[src/rtl/seg_adder_sequencer_if.sv]
// Operand/result handshake bundle for the segmented adder sequencer.
// The master drives operands and result acceptance; the slave is the adder.
interface seg_adder_sequencer_if #(
  parameter int N = 24
);
  logic         in_valid;
  logic         in_ready;
  logic [N-1:0] a;
  logic [N-1:0] b;
  logic         cin;
  logic         out_valid;
  logic         out_ready;
  logic [N-1:0] s;
  logic         cout;
  logic         busy;

  modport master (
    output in_valid, a, b, cin, out_ready,
    input  in_ready, out_valid, s, cout, busy
  );

  modport slave (
    input  in_valid, a, b, cin, out_ready,
    output in_ready, out_valid, s, cout, busy
  );
endinterface

[src/rtl/seg_adder_sequencer.sv]
// N-bit adder built from one SEG-bit slice reused over N/SEG cycles.
// Carry ripples between segments through a register; operands and result use valid/ready.
module seg_adder_sequencer #(
  parameter int N   = 24,
  parameter int SEG = 6
) (
  input  logic                  clk,
  input  logic                  rst,
  seg_adder_sequencer_if.slave  bus
);
  localparam int NSEG  = N / SEG;
  localparam int IDX_W = (NSEG > 1) ? $clog2(NSEG) : 1;

  typedef enum logic [1:0] {
    S_IDLE = 2'd0,
    S_RUN  = 2'd1,
    S_DONE = 2'd2
  } state_t;

  state_t             r_state;
  state_t             w_next;
  logic [N-1:0]       r_a;
  logic [N-1:0]       r_b;
  logic [N-1:0]       r_s;
  logic               r_carry;
  logic               r_cout;
  logic [IDX_W-1:0]   r_seg_idx;

  logic [31:0]        w_shift;
  logic [SEG-1:0]     w_a_slice;
  logic [SEG-1:0]     w_b_slice;
  logic [SEG-1:0]     w_sum;
  logic               w_c;
  logic [N-1:0]       w_mask;
  logic [N-1:0]       w_sum_pos;
  logic               w_last;
  logic               w_accept;
  logic               w_handoff;

  function automatic logic [SEG:0] slice_add(input logic [SEG-1:0] x,
                                             input logic [SEG-1:0] y,
                                             input logic           ci);
    return {1'b0, x} + {1'b0, y} + {{SEG{1'b0}}, ci};
  endfunction

  // Slice selection by shifting keeps every select index at its natural width.
  assign w_shift   = 32'(r_seg_idx) * 32'(SEG);
  assign w_a_slice = SEG'(r_a >> w_shift);
  assign w_b_slice = SEG'(r_b >> w_shift);
  assign {w_c, w_sum} = slice_add(w_a_slice, w_b_slice, r_carry);
  assign w_mask    = N'({SEG{1'b1}}) << w_shift;
  assign w_sum_pos = N'(w_sum) << w_shift;

  assign w_last    = (r_seg_idx == IDX_W'(NSEG - 1));
  assign w_accept  = (r_state == S_IDLE) && bus.in_valid;
  assign w_handoff = (r_state == S_DONE) && bus.out_ready;

  always_ff @(posedge clk or posedge rst) begin
    if (rst) begin
      r_state <= S_IDLE;
    end else begin
      r_state <= w_next;
    end
  end

  always_comb begin
    w_next = r_state;
    case (r_state)
      S_IDLE:  if (w_accept)  w_next = S_RUN;
      S_RUN:   if (w_last)    w_next = S_DONE;
      S_DONE:  if (w_handoff) w_next = S_IDLE;
      default: w_next = S_IDLE;
    endcase
  end

  always_comb begin
    bus.in_ready  = 1'b0;
    bus.out_valid = 1'b0;
    bus.busy      = 1'b0;
    case (r_state)
      S_IDLE:  bus.in_ready = 1'b1;
      S_RUN:   bus.busy = 1'b1;
      S_DONE: begin
        bus.out_valid = 1'b1;
        bus.busy      = 1'b1;
      end
      default: bus.in_ready = 1'b0;
    endcase
  end

  // Datapath: capture on acceptance, then one slice per RUN cycle.
  always_ff @(posedge clk or posedge rst) begin
    if (rst) begin
      r_a       <= '0;
      r_b       <= '0;
      r_s       <= '0;
      r_carry   <= 1'b0;
      r_cout    <= 1'b0;
      r_seg_idx <= '0;
    end else if (w_accept) begin
      r_a       <= bus.a;
      r_b       <= bus.b;
      r_carry   <= bus.cin;
      r_seg_idx <= '0;
    end else if (r_state == S_RUN) begin
      r_s     <= (r_s & ~w_mask) | w_sum_pos;
      r_carry <= w_c;
      if (w_last) begin
        r_cout    <= w_c;
        r_seg_idx <= '0;
      end else begin
        r_seg_idx <= r_seg_idx + IDX_W'(1);
      end
    end
  end

  assign bus.s    = r_s;
  assign bus.cout = r_cout;

endmodule

[src/flat_wrapper.sv]
// flat-port wrapper written by rule: the top's interface ports become plain ports
module seg_adder_sequencer_flat 
#(
  parameter int N   = 24,
  parameter int SEG = 6
)
  (clk, rst, bus_in_valid, bus_a, bus_b, bus_cin, bus_out_ready, bus_in_ready, bus_out_valid, bus_s, bus_cout, bus_busy);
  seg_adder_sequencer_if #(.N(N)) bus_i ();
  input  logic clk;
  input  logic rst;
  input wire logic [$bits(bus_i.in_valid)-1:0] bus_in_valid;
  input wire logic [$bits(bus_i.a)-1:0] bus_a;
  input wire logic [$bits(bus_i.b)-1:0] bus_b;
  input wire logic [$bits(bus_i.cin)-1:0] bus_cin;
  input wire logic [$bits(bus_i.out_ready)-1:0] bus_out_ready;
  output wire logic [$bits(bus_i.in_ready)-1:0] bus_in_ready;
  output wire logic [$bits(bus_i.out_valid)-1:0] bus_out_valid;
  output wire logic [$bits(bus_i.s)-1:0] bus_s;
  output wire logic [$bits(bus_i.cout)-1:0] bus_cout;
  output wire logic [$bits(bus_i.busy)-1:0] bus_busy;
  assign bus_i.in_valid = bus_in_valid;
  assign bus_i.a = bus_a;
  assign bus_i.b = bus_b;
  assign bus_i.cin = bus_cin;
  assign bus_i.out_ready = bus_out_ready;
  assign bus_in_ready = bus_i.in_ready;
  assign bus_out_valid = bus_i.out_valid;
  assign bus_s = bus_i.s;
  assign bus_cout = bus_i.cout;
  assign bus_busy = bus_i.busy;
  seg_adder_sequencer #(.N(N), .SEG(SEG)) u_core (.clk(clk), .rst(rst), .bus(bus_i));
endmodule
[config.mk]
export PLATFORM = sky130hd
export DESIGN_NAME = seg_adder_sequencer_flat
export DESIGN_NICKNAME = d
export VERILOG_FILES = /design/src/rtl/seg_adder_sequencer_if.sv /design/src/rtl/seg_adder_sequencer.sv /design/src/flat_wrapper.sv
export SDC_FILE = /design/constraint.sdc
export NUM_CORES = 1
export LEC_CHECK = 0
export CAP_MARGIN = 5
export CORE_ASPECT_RATIO = 0.6
export CORE_UTILIZATION = 50
export CTS_CLUSTER_SIZE = 12
export DETAILED_ROUTE_END_ITERATION = 8
export GPL_ROUTABILITY_DRIVEN = 0
export HOLD_SLACK_MARGIN = 0.06
export PLACE_DENSITY_LB_ADDON = 0.05
export SETUP_SLACK_MARGIN = 0.02
export SLEW_MARGIN = 20
export SYNTH_ARGS = -nofsm -noshare
export SYNTH_HDL_FRONTEND = slang
export SYNTH_SLANG_ARGS = --single-unit
[constraint.sdc]
create_clock -name clk -period 3.7 [get_ports clk]
set_input_delay 0.925 -clock clk [delete_from_list [all_inputs] [get_ports clk]]
set_output_delay 0.925 -clock clk [all_outputs]
set_load 0.01 [all_outputs]
==> results of run 1 <==
[cells in the final DEF, fill, tap and decap left out, drive strengths merged, types with 6 or more instances in the layout]
cell and n:
mux4 12, clkdlybuf4s50 80, mux2 49, buf 6, ha 13, nand2 31, nand3 8, dfrtp 78
a21oi 7, nor2 8, clkbuf 10, o21ai 20, inv 10
[power by group through the flow]
stage	Combinational [W]	Sequential (W)	Clock, W
detailed placement	0.00294	0.00154	0
global route	0.00328	0.00159	0.000930
global placement	0.00287	0.00154	0
floorplan	0.00209	0.00149	0
finish	0.00297	0.00153	0.000876
CTS	0.00297	0.00153	0.000894
[per-layer routing]
layer	wire length (um)	vias up	GRT usage (%)
met5	0	-	0
met4	47	0	7.07
met3	743	4	6.99
met2	3710	110	33.6
met1	4260	1365	38.0
li1	-	1270	-
[worst max path at each step]
stage	from	to	slack (ns)	cells past startpoint
after floorplan	rst	u_core.bus.cout	0.78	1
after global placement	u_core.r_seg_idx[0]	u_core.bus.s[13]	0.67	8
after detailed placement	u_core.r_seg_idx[0]	u_core.bus.s[13]	0.52	8
after CTS	u_core.r_seg_idx[0]	u_core.bus.s[13]	0.50	8
after global routing	u_core.r_seg_idx[0]	u_core.bus.s[13]	0.34	8
final	u_core.r_seg_idx[0]	u_core.bus.s[13]	0.53	8
[cell families after synthesis]
kind of cell | Yosys count
AOI/OAI and AO/OA | 57
xor gates and xnor gates | 2
adders and majority gates | 15
buffers and inverters | 25
DFF | 78
muxes | 64
and+or+nand+nor | 61
[tightest hold or removal path: cells and delay by family, from the launching register on]
| family | cells | cell delay (ns) |
|---|---|---|
| simple gates | 1 | 0.05 |
| flops | 1 | 0.34 |
| compound gates | 1 | 0.06 |
[state kept, by name, indices dropped and copies added, names as in the netlist]
register and count:
u_core.r_state 2, u_core.bus.cout 1, u_core.r_a 24, u_core.r_carry 1, u_core.bus.s 24, u_core.r_seg_idx 2, u_core.r_b 24
[area by class of cell]
cell class,count,area [um2]
inverters,11,42.5
well taps,104,130
fillers,576,2300
multi-input cells,199,1750
repair buffers,86,846
clock buffers,10,239
flip-flops and latches,78,1950
clock inverters,6,61.3
[per-stage QoR]
| stage | setup slack (ns) | instances |
|---|---|---|
| after global placement | 0.666 | 478 |
| after CTS | 0.502 | 494 |
| after detailed placement | 0.517 | 478 |
| final | 0.528 | 494 |
| after floorplan | 0.780 | 302 |
| after global routing | 0.339 | 494 |
==> key figures, run 1 <==
Critical path
  • CP cell instances: buf_4 > mux4_2 > ha_1 > o211ai_1 > o21ai_1 > or3_4 > a41oi_2 > o21ai_1
  • Critical Path RT: 3.90 ns
  • WP data arrival: 3.38 ns
  • Reg-to-Reg Start: u_core.r_seg_idx[0]
  • Crit path max-delay family: compound AO/OA/AOI/OAI gates
  • Largest stage delay, worst path: 0.61 ns
  • Critical path class: flip-flop to flip-flop
  • Startpoint Class: flip-flop
  • R2r worst-path depth: 8
  • Critical path peak fanout: 21
  • Most frequent CP cell: o21ai_1
  • Worst Setup End Kind: flip-flop
  • Crit path max-delay cell type: dfrtp_1
  • RR Endpoint: u_core.bus.s[13]
  • Worst reg-to-reg setup slack: 0.53 ns
  • WP buf/inv: 1

Power and ir drop
  • Leak: 2.12 nW
  • PD cells: 1070 nW/um2
  • Comb pwr share: 55.3%
  • Sw power: 0.00215 W
  • Switching Share: 40.0%
  • Power Total: 0.00538 W
  • Clk pwr share: 16.3%
  • VDD IR-drop max: 0.465 mV
  • Internal power: 0.00323 W
  • Sequential power share: 28.5%

Logic synthesis
  • Synth Warn #: 0
  • XOR/XNOR share of the synthesized area: 0.460%
  • Cell taking the most area after synthesis: dfrtp_1
  • Seq/Total Area, Yosys: 51.2%
  • Cells after Synth: 302
  • Largest family of logic cells by synthesized area: multiplexers
  • Compound-cell area share of the yosys netlist: 10.4%
  • Proportion of synthesized area in mux cells: 22.4%
  • Most used flip-flop cell after synthesis: dfrtp_1
  • Post-synth EDFFs: 0
  • Seq cells post-synth: 78
  • Async set or reset register ratio after synthesis: 100%
  • Synth cell types: 44
  • Syn Area/Cell: 12.6 um2
  • Synth top area share: 51.2%
  • Post-synth top cells: dfrtp_1 (78), mux2_2 (37), nand2_1 (30)
  • Most area-consuming cells after synthesis: dfrtp_1 (51%), mux2_2 (11%), mux4_2 (7.1%), ha_1 (4.3%), mux2_1 (3.5%)
  • Adder-cell share of the synthesized area: 5.32%
  • Syn Std Cell Area: 3810 um2
  • Count leader, synth: dfrtp_1
  • Synth Area in Simple Gates: 7.39%
  • Syn_nets: 370

GRT
  • First-pass GRT wire length: 14600 um
  • Largest net degree at the start of global routing: 31
  • Number of global-route vias before repair: 2815
  • Initial antenna violation count: 0
  • GRT Total Usage: 24.6%
  • Grt total ovfl: 0

Floorplan
  • Initial Util: 52.0%
  • Die width: 115 um
  • IO Pins: 81
  • Core Area: 7330 um2
  • Site Rows: 24
  • Chip Height: 69.6 um
  • Die area: 7980 um2

Final layout
  • # diodes: 0
  • Nets: 453
  • Area delta synth->final: 31.9%
  • Util after Layout: 68.5%
  • Finished Cell Area: 5020 um2
  • Share of layout cells above drive strength 1: 20.0%

Clock network
  • Root Driver: clkbuf_16
  • # hold bufs at CTS: 0
  • Sink Count: 78
  • CTS tree: yes
  • # H-tree levels: 3
  • Clock transition at the registers of the reported paths: 0.06 ns
  • TritonCTS Buffers: 9
  • Post-CTS setup buffer count: 0
  • Worst-Skew Late Latency: 0.34 ns
  • Clock Path Buffers: 2
  • Cts repair resizes: 0

STA
  • Final Max Slew Viols: 0
  • F_max: 315 MHz
  • Relative slew slack: 61.3%
  • Setup Viol. Count Final: 0
  • Setup TNS: 0 ns
  • Clock period minus worst slack: 3.17 ns
  • Final hold vios: 0
  • RSZ-0062 raised after global routing: false
  • Worst Clk Skew: 0.00444 ns
  • Fin crit share: 85.7%
  • Worst Tran Pin Value: 0.578 ns
  • Fin Hold WS: 0.481 ns

Placement
  • Post-DP HPWL: 6530 um
  • Port Buffers: 80
  • Post-Place Cell Area: 4720 um2

Routing
  • Post-DR wirelength/cell: 17.7 um
  • Vias per cell: 5.56
  • DRC: 0
  • DRT antenna net count: 0
  • DRT iter0 DRCs: 162
  • First-pass iteration count of the detailed router: 4
  • Vias post-DR: 2749
  • DRT Wirelength: 8760 um

Min path
  • Hold wc startpoint: u_core.bus.s[0]
  • Hold Crit Depth: 2
  • Hold Path End: u_core.bus.s[0]
  • Hold WC Path Type: flip-flop to flip-flop

Status
  • Status: completed

Run
  • MaxCap Viol Count: 0
Note: power is estimated with default switching activity, not from simulation.
==> run 2: changes to the inputs <==
==> constraint.sdc (replaced) <==
create_clock -name clk -period 3.6 [get_ports clk]
set_input_delay 0.9 -clock clk [delete_from_list [all_inputs] [get_ports clk]]
set_output_delay 0.9 -clock clk [all_outputs]
set_load 0.01 [all_outputs]
==> run 2 against run 1 <==
  * Final area is 0.30% higher
  * First-iteration DRC count is 19% higher
  * Die area stayed put
  * Sequential share of layout area is 0.12 points lower
  * Maximum frequency is 5.1% higher
  * Critical endpoint unchanged
  * Clock-buffer cell count is 3 higher
==> key figures, run 2 (synthesized netlist as in run 1, its figures left out) <==
Status
  • Status: completed

Floorplan
  • Initial Util: 52.0% (unchanged)
  • Die width: 115 um (unchanged)
  • IO Pins: 81 (unchanged)
  • Chip Height: 69.6 um (unchanged)
  • Site Rows: 24 (unchanged)
  • Die area: 7980 um2 (unchanged)
  • Core Area: 7330 um2 (unchanged)

Min path
  • Hold WC Path Type: flip-flop to flip-flop
  • Hold Path End: u_core.bus.s[3]
  • Hold wc startpoint: u_core.bus.s[3]
  • Hold Crit Depth: 2 (unchanged)

Clock network
  • Cts repair resizes: 0 (unchanged)
  • TritonCTS Buffers: 9 (unchanged)
  • # H-tree levels: 3 (unchanged)
  • Worst-Skew Late Latency: 0.33 ns (about the same)
  • Clock transition at the registers of the reported paths: 0.06 ns (about the same)
  • Post-CTS setup buffer count: 0 (unchanged)
  • Clock Path Buffers: 2 (unchanged)
  • Root Driver: clkbuf_16
  • # hold bufs at CTS: 0 (unchanged)
  • CTS tree: yes
  • Sink Count: 78 (unchanged)

Final layout
  • Area delta synth->final: 32.3%
  • Share of layout cells above drive strength 1: 19.5% (-0.51 points)
  • Multi-input combinational cell area: 1750 um2 (unchanged)
  • Nets: 453 (unchanged)
  • # diodes: 0 (unchanged)
  • Commonest non-fill, non-tap cells in the layout: clkdlybuf4s50_1 (80), dfrtp_1 (78), mux2_2 (37)
  • Most common cell after layout, fill and taps aside: clkdlybuf4s50_1
  • Fillers: 569 (-1.2%)
  • Total area of sequential cells: 1950 um2 (unchanged)

GRT
  • Grt total ovfl: 0 (unchanged)
  • Number of global-route vias before repair: 2669 (-5.2%)
  • GRT Total Usage: 24.4% (-0.23 points)
  • Largest net degree at the start of global routing: 48 (+55%)
  • Initial antenna violation count: 0 (unchanged)
  • First-pass GRT wire length: 14300 um (-2.5%)

Routing
  • Vias post-DR: 2740 (-0.33%)
  • DRT Wirelength: 8700 um (-0.76%)
  • DRC: 0 (unchanged)
  • First-pass iteration count of the detailed router: 5 (+1)
  • Vias per cell: 5.55 (-0.33%)
  • Post-DR wirelength/cell: 17.6 um (-0.76%)
  • DRT antenna net count: 0 (unchanged)
  • DRT iter0 DRCs: 192 (+19%)

Critical path
  • Reg-to-Reg Start: u_core.r_seg_idx[0]
  • RR Endpoint: u_core.bus.s[13]
  • R2r worst-path depth: 8 (unchanged)
  • Crit path max-delay family: compound AO/OA/AOI/OAI gates
  • WP buf/inv: 1 (unchanged)
  • WP data arrival: 3.23 ns (-0.15 ns)
  • Critical path peak fanout: 8 (-62%)
  • Critical path class: flip-flop to flip-flop
  • Critical Path RT: 3.81 ns (-0.09 ns)
  • Crit path max-delay cell type: dfrtp_1
  • Worst reg-to-reg setup slack: 0.58 ns (+0.05 ns)
  • Most frequent CP cell: o21ai_1
  • Worst Setup End Kind: flip-flop
  • CP cell instances: buf_4 > mux4_2 > ha_1 > a211oi_2 > o21ai_1 > or3_4 > a41oi_2 > o21ai_1
  • Largest stage delay, worst path: 0.59 ns (-0.02 ns)
  • Startpoint Class: flip-flop

STA
  • Final Max Slew Viols: 0 (unchanged)
  • Fin Hold WS: 0.488 ns (+0.00714 ns)
  • Setup TNS: 0 ns (unchanged)
  • Final hold vios: 0 (unchanged)
  • Fin crit share: 83.9% (-1.9 points)
  • Clock period minus worst slack: 3.02 ns (-0.153 ns)
  • F_max: 331 MHz (+5.1%)
  • Setup Viol. Count Final: 0 (unchanged)
  • RSZ-0062 raised after global routing: false
  • Worst Clk Skew: 0.00805 ns (+0.00360 ns)
  • Worst Tran Pin Value: 0.856 ns (+0.277 ns)
  • Relative slew slack: 42.9% (-18 points)

Power and ir drop
  • Switching Share: 39.6% (-0.45 points)
  • Leak: 2.12 nW (+0.12%)
  • Comb pwr share: 55.2% (about the same)
  • Clk pwr share: 16.4% (about the same)
  • Sw power: 0.00219 W (+1.7%)
  • Sequential power share: 28.4% (about the same)
  • Internal power: 0.00334 W (+3.7%)
  • PD cells: 1100 nW/um2 (+2.6%)
  • VDD IR-drop max: 0.489 mV (+5.2%)

Run
  • MaxCap Viol Count: 0 (unchanged)

Placement
  • Port Buffers: 80 (unchanged)
  • Post-DP HPWL: 6400 um (-2.0%)
[run 2: cell count changes in the layout (fill, tap and decap cells not counted)]
cell / previous run / this run
clkbuf_1: 0 / 2
clkinv_2: 4 / 2
buf_12: 0 / 1
buf_4: 6 / 5
clkbuf_8: 1 / 2
clkinv_4: 1 / 0
[run 2: metrics by stage]
step	utilization (%)	instance area [um2]	setup slack (ns)	power (W)	std cells
after floorplan	-	3810	0.689	0.00368	302
after global placement	64.6	4730	0.618	0.00455	478
after detailed placement	64.6	4730	0.570	0.00460	478
after CTS	68.8	5040	0.556	0.00553	494
after global routing	68.8	5040	0.360	0.00595	494
final	68.8	5040	0.581	0.00553	494
[run 2: metal layers]
metal	wire length [um]	GRT usage [%]	up-vias
met5	0	0	-
met4	53	7.79	0
met3	530	6.56	4
met2	3540	32.1	100
met1	4570	38.5	1370
li1	-	-	1266
[run 2: final cells by class]
| cell class | count | area share (%) |
|---|---|---|
| Sequential cell | 78 | 38.7 |
| Multi-Input combinational cell | 199 | 34.8 |
| Timing Repair Buffer | 86 | 17.0 |
| Clock buffer | 13 | 5.17 |
| Tap cell | 104 | 2.58 |
| Clock inverter | 3 | 0.845 |
| Inverter | 11 | 0.845 |
[run 2: power groups by stage]
stage	clock network (W)	logic [W]	registers, W
after global routing	0.000963	0.00336	0.00162
after detailed placement	0	0.00302	0.00158
after global placement	0	0.00297	0.00157
final	0.000908	0.00305	0.00157
after floorplan	0	0.00215	0.00153
after CTS	0.000925	0.00304	0.00157
[run 2: worst register-to-register path: stages, from the launching register on]
cell	delay (ns)
dfrtp_1	0.59
buf_4	0.28
mux4_2	0.57
ha_1	0.33
a211oi_2	0.27
o21ai_1	0.14
or3_4	0.35
a41oi_2	0.26
o21ai_1	0.11
[run 2: worst max-delay path by stage]
stage                   startpoint               end  cells past startpoint
2_1_floorplan  u_core.r_seg_idx[0]  u_core.bus.s[12]                     11
3_3_place_gp   u_core.r_seg_idx[0]  u_core.bus.s[13]                      8
3_5_place_dp   u_core.r_seg_idx[0]   u_core.bus.s[5]                      8
4_1_cts        u_core.r_seg_idx[0]  u_core.bus.s[13]                      8
5_1_grt        u_core.r_seg_idx[0]  u_core.bus.s[13]                      8
6_report       u_core.r_seg_idx[0]  u_core.bus.s[13]                      8
